[config.mk]
export PLATFORM = sky130hd
export DESIGN_NAME = decode_stage_flat
export DESIGN_NICKNAME = d
export VERILOG_FILES = /design/src/rtl/decode_stage_if.sv /design/src/rtl/decode_stage.sv /design/src/flat_wrapper.sv
export SDC_FILE = /design/constraint.sdc
export NUM_CORES = 1
export LEC_CHECK = 0
export CORE_ASPECT_RATIO = 0.5
export CORE_MARGIN = 2
export CORE_UTILIZATION = 45
export CTS_CLUSTER_DIAMETER = 80
export DETAILED_ROUTE_END_ITERATION = 12
export HOLD_SLACK_MARGIN = 0.15
export MAX_ROUTING_LAYER = met4
export PLACE_DENSITY = 0.67
export SETUP_SLACK_MARGIN = 0.5
export SLEW_MARGIN = 5
export SYNTH_ARGS = -nofsm -noshare
export SYNTH_HDL_FRONTEND = slang
export SYNTH_SLANG_ARGS = --single-unit
[constraint.sdc]
create_clock -name clk -period 5.43 [get_ports clk]
set_clock_uncertainty 0.1 [all_clocks]
set_input_delay 1.3575 -clock clk [delete_from_list [all_inputs] [get_ports clk]]
set_output_delay 1.3575 -clock clk [all_outputs]
set_load 0.01 [all_outputs]
[src/rtl/decode_stage_if.sv]
// ----------------------------------------------------------------------------
// decode_stage_if
//
// Purpose:
//   ID/EX bundle between the decode stage (producer) and the execute stage
//   (consumer). Every signal is driven from the decode stage's ID/EX
//   pipeline register, so the consumer always sees registered values.
//
// Signals:
//   control_out     [4:0]  {1'b0, opcode}; 5'b00000 marks a bubble (NOP)
//   dest_index_out  [4:0]  {2'b00, rd}
//   reg1_data       [15:0] operand 1
//   reg2_data       [15:0] operand 2
//   npc_out         [15:0] PC+1 of the decoded instruction
//   immediate       [6:0]  instr[6:0]
//
// Modports:
//   master  decode side, drives the bundle
//   slave   execute side, receives the bundle
// ----------------------------------------------------------------------------
interface decode_stage_if;
    logic [4:0]  control_out;
    logic [4:0]  dest_index_out;
    logic [15:0] reg1_data;
    logic [15:0] reg2_data;
    logic [15:0] npc_out;
    logic [6:0]  immediate;

    modport master (
        output control_out,
        output dest_index_out,
        output reg1_data,
        output reg2_data,
        output npc_out,
        output immediate
    );

    modport slave (
        input control_out,
        input dest_index_out,
        input reg1_data,
        input reg2_data,
        input npc_out,
        input immediate
    );
endinterface

[src/rtl/decode_stage.sv]
// ----------------------------------------------------------------------------
// decode_stage
//
// Purpose:
//   Instruction-decode stage of the 16-bit pipelined core. Splits the fetched
//   instruction into fields, reads operands from an 8x16 register file with
//   a writeback port and same-cycle write-to-read bypass, detects load-use
//   hazards (stall fetch for one cycle and insert a bubble) and squashes the
//   held instruction on a taken branch. All execute-facing outputs come from
//   the ID/EX pipeline register.
//
// Parameters:
//   REG_COUNT      number of architectural registers (8, 3-bit fields)
//
// Ports:
//   clk            clock, rising edge
//   rst_n          synchronous active-low reset
//   instr          instruction from fetch
//   instr_valid    instr/npc_in are valid this cycle
//   npc_in         PC+1 of instr
//   branch_taken   execute resolved a taken jump; squash this stage
//   wb_en          register file write enable
//   wb_index       register file write address
//   wb_data        register file write data
//   stall          combinational; fetch holds instr/npc_in while high
//   ex             ID/EX bundle (decode_stage_if.master)
// ----------------------------------------------------------------------------
module decode_stage #(
    parameter int REG_COUNT = 8
) (
    input  logic                  clk,
    input  logic                  rst_n,
    input  logic [15:0]           instr,
    input  logic                  instr_valid,
    input  logic [15:0]           npc_in,
    input  logic                  branch_taken,
    input  logic                  wb_en,
    input  logic [2:0]            wb_index,
    input  logic [15:0]           wb_data,
    output logic                  stall,
    decode_stage_if.master        ex
);

    // Opcode map of the ISA (instr[15:12]).
    typedef enum logic [3:0] {
        OP_NOP    = 4'h0,
        OP_SUB    = 4'h1,
        OP_ADD    = 4'h2,
        OP_ADDI   = 4'h3,
        OP_SHLLI  = 4'h4,
        OP_SHRLI  = 4'h5,
        OP_JUMP   = 4'h6,
        OP_JUMPL  = 4'h7,
        OP_JUMPG  = 4'h8,
        OP_JUMPE  = 4'h9,
        OP_JUMPNE = 4'hA,
        OP_CMP    = 4'hB,
        OP_LOAD   = 4'hC,
        OP_LOADI  = 4'hD,
        OP_STORE  = 4'hE,
        OP_MOV    = 4'hF
    } opcode_t;

    // ------------------------------------------------------------------
    // Instruction fields
    // ------------------------------------------------------------------
    opcode_t     op;
    logic [2:0]  rd;
    logic [2:0]  rs;
    logic [2:0]  rt;
    logic [6:0]  imm;

    assign op  = opcode_t'(instr[15:12]);
    assign rd  = instr[11:9];
    assign rs  = instr[8:6];
    assign rt  = instr[5:3];
    assign imm = instr[6:0];

    // ------------------------------------------------------------------
    // Architectural state
    // ------------------------------------------------------------------
    logic [15:0] regfile [REG_COUNT];

    // The ID/EX register keeps only the meaningful bits; the zero-padded
    // upper bits of control and destination are added on the way out.
    opcode_t     op_q;
    logic [2:0]  rd_q;
    logic [15:0] reg1_q;
    logic [15:0] reg2_q;
    logic [15:0] npc_q;
    logic [6:0]  imm_q;

    // ------------------------------------------------------------------
    // Operand selection: which register feeds each read port, and whether
    // the port is used at all. An unused port yields a zero operand, and
    // an unused port must never trigger a load-use stall.
    // ------------------------------------------------------------------
    logic        rd1_en;
    logic        rd2_en;
    logic [2:0]  rd1_idx;
    logic [2:0]  rd2_idx;

    always_comb begin
        rd1_en  = 1'b0;
        rd2_en  = 1'b0;
        rd1_idx = rs;
        rd2_idx = rt;
        case (op)
            OP_SUB, OP_ADD, OP_CMP: begin
                rd1_en = 1'b1;
                rd2_en = 1'b1;
            end
            OP_ADDI, OP_SHLLI, OP_SHRLI: begin
                // Immediate ops work in place on rd.
                rd1_en  = 1'b1;
                rd1_idx = rd;
            end
            OP_MOV, OP_LOAD: begin
                rd1_en = 1'b1;
            end
            OP_STORE: begin
                // Port 1 carries the address base, port 2 the store data.
                rd1_en  = 1'b1;
                rd2_en  = 1'b1;
                rd2_idx = rd;
            end
            default: begin
                rd1_en = 1'b0;
                rd2_en = 1'b0;
            end
        endcase
    end

    // ------------------------------------------------------------------
    // Register file read ports. A write landing at the coming edge is
    // forwarded so the decoded operand already reflects it.
    // ------------------------------------------------------------------
    logic [15:0] rd1_raw;
    logic [15:0] rd2_raw;
    logic [15:0] operand1;
    logic [15:0] operand2;

    always_comb begin
        rd1_raw = regfile[rd1_idx];
        rd2_raw = regfile[rd2_idx];
        if (wb_en && (wb_index == rd1_idx)) begin
            rd1_raw = wb_data;
        end
        if (wb_en && (wb_index == rd2_idx)) begin
            rd2_raw = wb_data;
        end
        operand1 = rd1_en ? rd1_raw : 16'h0000;
        operand2 = rd2_en ? rd2_raw : 16'h0000;
    end

    // ------------------------------------------------------------------
    // Load-use hazard: the LOAD sitting in ID/EX has not produced its
    // value yet, so an incoming instruction reading its destination must
    // wait one cycle. The bubble inserted here removes the LOAD from
    // ID/EX, so the retry next cycle never stalls again.
    // A taken branch squashes the instruction anyway, so it never stalls.
    // No term depends on the writeback port.
    // ------------------------------------------------------------------
    logic load_use;

    always_comb begin
        load_use = 1'b0;
        if (op_q == OP_LOAD) begin
            load_use = (rd1_en && (rd1_idx == rd_q)) ||
                       (rd2_en && (rd2_idx == rd_q));
        end
        stall = rst_n && !branch_taken && instr_valid && load_use;
    end

    // ------------------------------------------------------------------
    // ID/EX pipeline register. Priority: reset, then flush, then hazard
    // stall, then an empty fetch slot; all of them leave a bubble.
    // ------------------------------------------------------------------
    logic insert_bubble;

    assign insert_bubble = branch_taken || stall || !instr_valid;

    always_ff @(posedge clk) begin
        if (!rst_n) begin
            op_q   <= OP_NOP;
            rd_q   <= 3'd0;
            reg1_q <= 16'h0000;
            reg2_q <= 16'h0000;
            npc_q  <= 16'h0000;
            imm_q  <= 7'd0;
        end else if (insert_bubble) begin
            op_q   <= OP_NOP;
            rd_q   <= 3'd0;
            reg1_q <= 16'h0000;
            reg2_q <= 16'h0000;
            npc_q  <= 16'h0000;
            imm_q  <= 7'd0;
        end else begin
            op_q   <= op;
            rd_q   <= rd;
            reg1_q <= operand1;
            reg2_q <= operand2;
            npc_q  <= npc_in;
            imm_q  <= imm;
        end
    end

    // ------------------------------------------------------------------
    // Register file write port. Writes commit independently of stalls and
    // flushes; only reset overrides them. R0 is an ordinary register.
    // ------------------------------------------------------------------
    always_ff @(posedge clk) begin
        if (!rst_n) begin
            for (int i = 0; i < REG_COUNT; i++) begin
                regfile[i] <= 16'h0000;
            end
        end else if (wb_en) begin
            regfile[wb_index] <= wb_data;
        end
    end

    // ------------------------------------------------------------------
    // Execute-facing bundle
    // ------------------------------------------------------------------
    assign ex.control_out    = {1'b0, op_q};
    assign ex.dest_index_out = {2'b00, rd_q};
    assign ex.reg1_data      = reg1_q;
    assign ex.reg2_data      = reg2_q;
    assign ex.npc_out        = npc_q;
    assign ex.immediate      = imm_q;

endmodule

[src/flat_wrapper.sv]
// flat-port wrapper written by rule: the top's interface ports become plain ports
module decode_stage_flat 
#(
    parameter int REG_COUNT = 8
)
  (clk, rst_n, instr, instr_valid, npc_in, branch_taken, wb_en, wb_index, wb_data, stall, ex_control_out, ex_dest_index_out, ex_reg1_data, ex_reg2_data, ex_npc_out, ex_immediate);
  decode_stage_if ex_i ();
  input  logic clk;
  input  logic rst_n;
  input  logic [15:0] instr;
  input  logic instr_valid;
  input  logic [15:0] npc_in;
  input  logic branch_taken;
  input  logic wb_en;
  input  logic [2:0] wb_index;
  input  logic [15:0] wb_data;
  output logic stall;
  output wire logic [$bits(ex_i.control_out)-1:0] ex_control_out;
  output wire logic [$bits(ex_i.dest_index_out)-1:0] ex_dest_index_out;
  output wire logic [$bits(ex_i.reg1_data)-1:0] ex_reg1_data;
  output wire logic [$bits(ex_i.reg2_data)-1:0] ex_reg2_data;
  output wire logic [$bits(ex_i.npc_out)-1:0] ex_npc_out;
  output wire logic [$bits(ex_i.immediate)-1:0] ex_immediate;
  assign ex_control_out = ex_i.control_out;
  assign ex_dest_index_out = ex_i.dest_index_out;
  assign ex_reg1_data = ex_i.reg1_data;
  assign ex_reg2_data = ex_i.reg2_data;
  assign ex_npc_out = ex_i.npc_out;
  assign ex_immediate = ex_i.immediate;
  decode_stage #(.REG_COUNT(REG_COUNT)) u_core (.clk(clk), .rst_n(rst_n), .instr(instr), .instr_valid(instr_valid), .npc_in(npc_in), .branch_taken(branch_taken), .wb_en(wb_en), .wb_index(wb_index), .wb_data(wb_data), .stall(stall), .ex(ex_i));
endmodule
==> reports/qor.yml <==
dp_cells: 1122
cp.arrival_ps: 3320
ys.flop_type: "edfxtp_1"
rrSetupSlack_ps: 2620
worst_setup_path_start_kind: "input port"
syn_area_um2: 9400
drive_gt1_frac: 0.149
r2r_start: "u_core.rd_q[2]"
maxCapViolations: 0
reg2regPathDepth: 9
worstReg2RegEnd: "u_core.ex.reg1_data[8]"
die_x_um: 208
use_met2: 0.366
instances_no_fill: 1156
cts_sinks: 190
grt_pass1_vias: 6504
drc: 0
fillers: 1655
cp_num_buf_inv: 3
avgSynthCellArea_um2: 12.7
fin_crit_ps: 4780
grt_remaining_overflow: 0
cts_buffers: 17
holdPathEnd: "u_core.ex.reg1_data[7]"
syn2layout_area_growth_pct: 25.1
multi_input_area_um2: 4120
drt-initial-drc-count: 565
cellPowerDensity_nw_per_um2: 295
synth_cell_type_count: 49
outcome: "finished, final reports clean"
hold_class: "reg2reg"
ys_seq_area_frac: 0.541
worst_slew_pin_slew_ps: 681
grt_max_degree: 62
final_nets: 926
path_class: "in2out"
top_usage_layer: "met2"
clk_latency_ps: 450
rsz0062_at_grt: "no"
synth_edf_count: 128
crit_required_ps: 3970
fmax_mhz: 209
clock_power_share: 0.380
cp_top_family: "buffers and inverters"
final-setup-viol-count: 0
clk_pin_slew_ps: 70
gp_congestion: 0.832
wire_per_inst_um: 22.6
dp_hpwl_mm: 16.0
relSlewSlack: 0.546
period_share: 0.880
cp-end-kind: "primary output"
drt.antenna.violating_nets: 0
intPower_mw: 2.57
finalHoldViolCount: 0
clk_path_buf_depth: 2
whs_path_depth: 4
peakVddDrop_mv: 0.197
grt_usage: 0.252
cts_root_buf: "clkbuf_16"
fin_util: 0.573
path_cells: "clkdlybuf4s50_1, buf_6, nor2b_4, o22ai_2, a221oi_4, xor2_2, nor4b_2, nor2_1, nor2_1, buf_2"
p_leak_nw: 4.44
antenna_found_initial: 0
async_flop_share: 0
swShare: 0.258
cts_tree: "built"
synth-seq-cells: 190
ios: 122
htree_levels: 4
crit_fanout: 5
hp-start: "u_core.regfile[6][7]"
via_per_inst: 5.75
worst_path_most_repeated_cell: "nor2_1"
switchingPower_uw: 897
met1_usage: 0.342
pwr-share-comb: 0.144
regArea_um2: 5080
postSynthCellCount: 737
dr.pass1.iters: 4
seqPwrFrac: 0.476
routed_wl_mm: 26.1
die_h_um: 106
start_util: 0.458
final.setup.tns_ps: 0
die_area_um2: 22100
hold_ws_ps: 719
num_rows: 37
antennaDiodeCount: 0
core_area_um2: 20500
vias: 6643
portBuffers: 118
maxSlewViolCount: 0
critPathMaxStageDelay_ps: 510
yosysWarnings: 0
grt_use_met3: 0.0564
grt_pass1_wl_mm: 39.4
cpMaxStageDelayCell: "clkdlybuf4s50_1"
## worst reg2reg max path, delay by kind of cell, from the launching register on
| kind | cells | cell delay (ps) |
|---|---|---|
| flip-flops | 1 | 580 |
| AO/OA/AOI/OAI | 2 | 220 |
| buffers and inverters | 2 | 420 |
| AND/OR/NAND/NOR | 5 | 1390 |
## layer usage
| metal | vias up | part of all wire |
|---|---|---|
| met5 | - | 0 |
| met3 | 54 | 0.085 |
| li1 | 2981 | - |
| met2 | 310 | 0.44 |
| met4 | 0 | 0.030 |
| met1 | 3298 | 0.45 |
## cell usage in the layout, fill, tap and decap left out, types with 2 or more instances in the layout
| cell type | Yosys | routed |
|---|---|---|
| nor3b_2 | 0 | 3 |
| clkdlybuf4s50_1 | 0 | 113 |
| nor3_1 | 19 | 18 |
| o21ai_1 | 0 | 2 |
| clkinv_4 | 0 | 4 |
| buf_4 | 9 | 45 |
| mux2i_1 | 108 | 106 |
| o22ai_1 | 17 | 16 |
| nor2b_1 | 4 | 3 |
| inv_1 | 3 | 3 |
| clkinv_8 | 0 | 2 |
| a21oi_1 | 3 | 3 |
| and2_1 | 155 | 155 |
| o211ai_1 | 2 | 2 |
| mux4_2 | 30 | 30 |
| a211oi_1 | 32 | 32 |
| nand2_1 | 5 | 5 |
| nor3b_1 | 7 | 4 |
| dlygate4sd2_1 | 0 | 2 |
| or4_1 | 2 | 2 |
| bufinv_16 | 0 | 2 |
| nor4_1 | 5 | 4 |
| xnor2_1 | 7 | 7 |
| mux2i_4 | 1 | 3 |
| dfxtp_1 | 62 | 62 |
| clkbuf_16 | 0 | 18 |
| nand3_1 | 2 | 2 |
| nor2_1 | 40 | 40 |
| inv_6 | 0 | 3 |
| nand3b_1 | 2 | 2 |
| buf_6 | 3 | 3 |
| nand2b_1 | 9 | 9 |
| a22oi_1 | 3 | 3 |
| edfxtp_1 | 128 | 128 |
| o21ai_0 | 4 | 2 |
| dlymetal6s2s_1 | 0 | 2 |
| xor2_1 | 10 | 9 |
| conb_1 | 1 | 3 |
| o21a_1 | 3 | 3 |
| nor4b_2 | 1 | 3 |
## registers in the layout, summed over array words and instances (netlist names)
register / count
u_core.regfile: 128
u_core.ex.reg2_data: 16
u_core.ex.npc_out: 16
u_core.ex.reg1_data: 16
u_core.op_q: 4
u_core.rd_q: 3
u_core.ex.immediate: 7
## power by group through the flow
stage / Clock (mW) / Combinational [mW] / Sequential [mW]
6_report: 1.32 / 0.499 / 1.65
5_1_grt: 1.40 / 0.534 / 1.66
3_5_place_dp: 0 / 0.491 / 1.68
2_1_floorplan: 0 / 0.298 / 1.68
4_1_cts: 1.34 / 0.495 / 1.65
3_3_place_gp: 0 / 0.484 / 1.68
## cells in the mapped netlist (all sizes together), types with 4 or more instances
master  count  area (µm²)
buf        31         195
nand2       5        18.8
o22ai      17         106
a211oi     33         253
nor2       40         150
nor2b       4        25.0
edfxtp    128        3840
xor2       10        87.6
nor3       19        95.1
nand2b      9        56.3
o21ai       4        20.0
nor4        6        52.6
and2      155         970
mux2i     109        1100
mux4       30         676
xnor2       7        61.3
nor3b       7        52.6
clkbuf     24        90.1
dfxtp      62        1240
## timing repair
action | CTS | global route
setup buffers | 0 | 2
gates resized for setup | 9 | 8
pin swaps | 1 | 4
hold endpoints to repair | 0 | 0
endpoints found under the setup margin | 1 | 1
hold buffers | 0 | 0
## cell families after synthesis
kind of cell,Yosys count,share of synthesized area
other,1,0.000399
AOI/OAI and AO/OA,70,0.0535
and+or+nand+nor,262,0.168
DFF,190,0.541
buffers and inverters,58,0.0316
muxes,139,0.189
xor gates and xnor gates,17,0.0158
## metrics by stage
step / setup slack, ps / instance area (µm²) / power (mW)
floorplan: 1020 / 9400 / 1.98
global placement: 156 / 11100 / 2.16
detailed placement: 119 / 11100 / 2.17
CTS: 501 / 11700 / 3.48
global route: 500 / 11800 / 3.59
finish: 650 / 11800 / 3.47
## final cells by class
class                   instances  area share
well taps                     273      0.0291
multi-input cells             491       0.350
clock buffers                  18      0.0383
clock inverters                14      0.0151
flip-flops and latches        190       0.433
repair buffers                167       0.134
inverters                       3    0.000958
## worst max-delay path by stage
stage / to / from / cells after the start
5_1_grt: stall / instr[12] / 10
3_3_place_gp: stall / instr[14] / 10
6_report: stall / instr[12] / 10
4_1_cts: stall / instr[12] / 10
2_1_floorplan: stall / instr[8] / 8
3_5_place_dp: stall / instr[14] / 10
(Power assumes the default switching activity.)
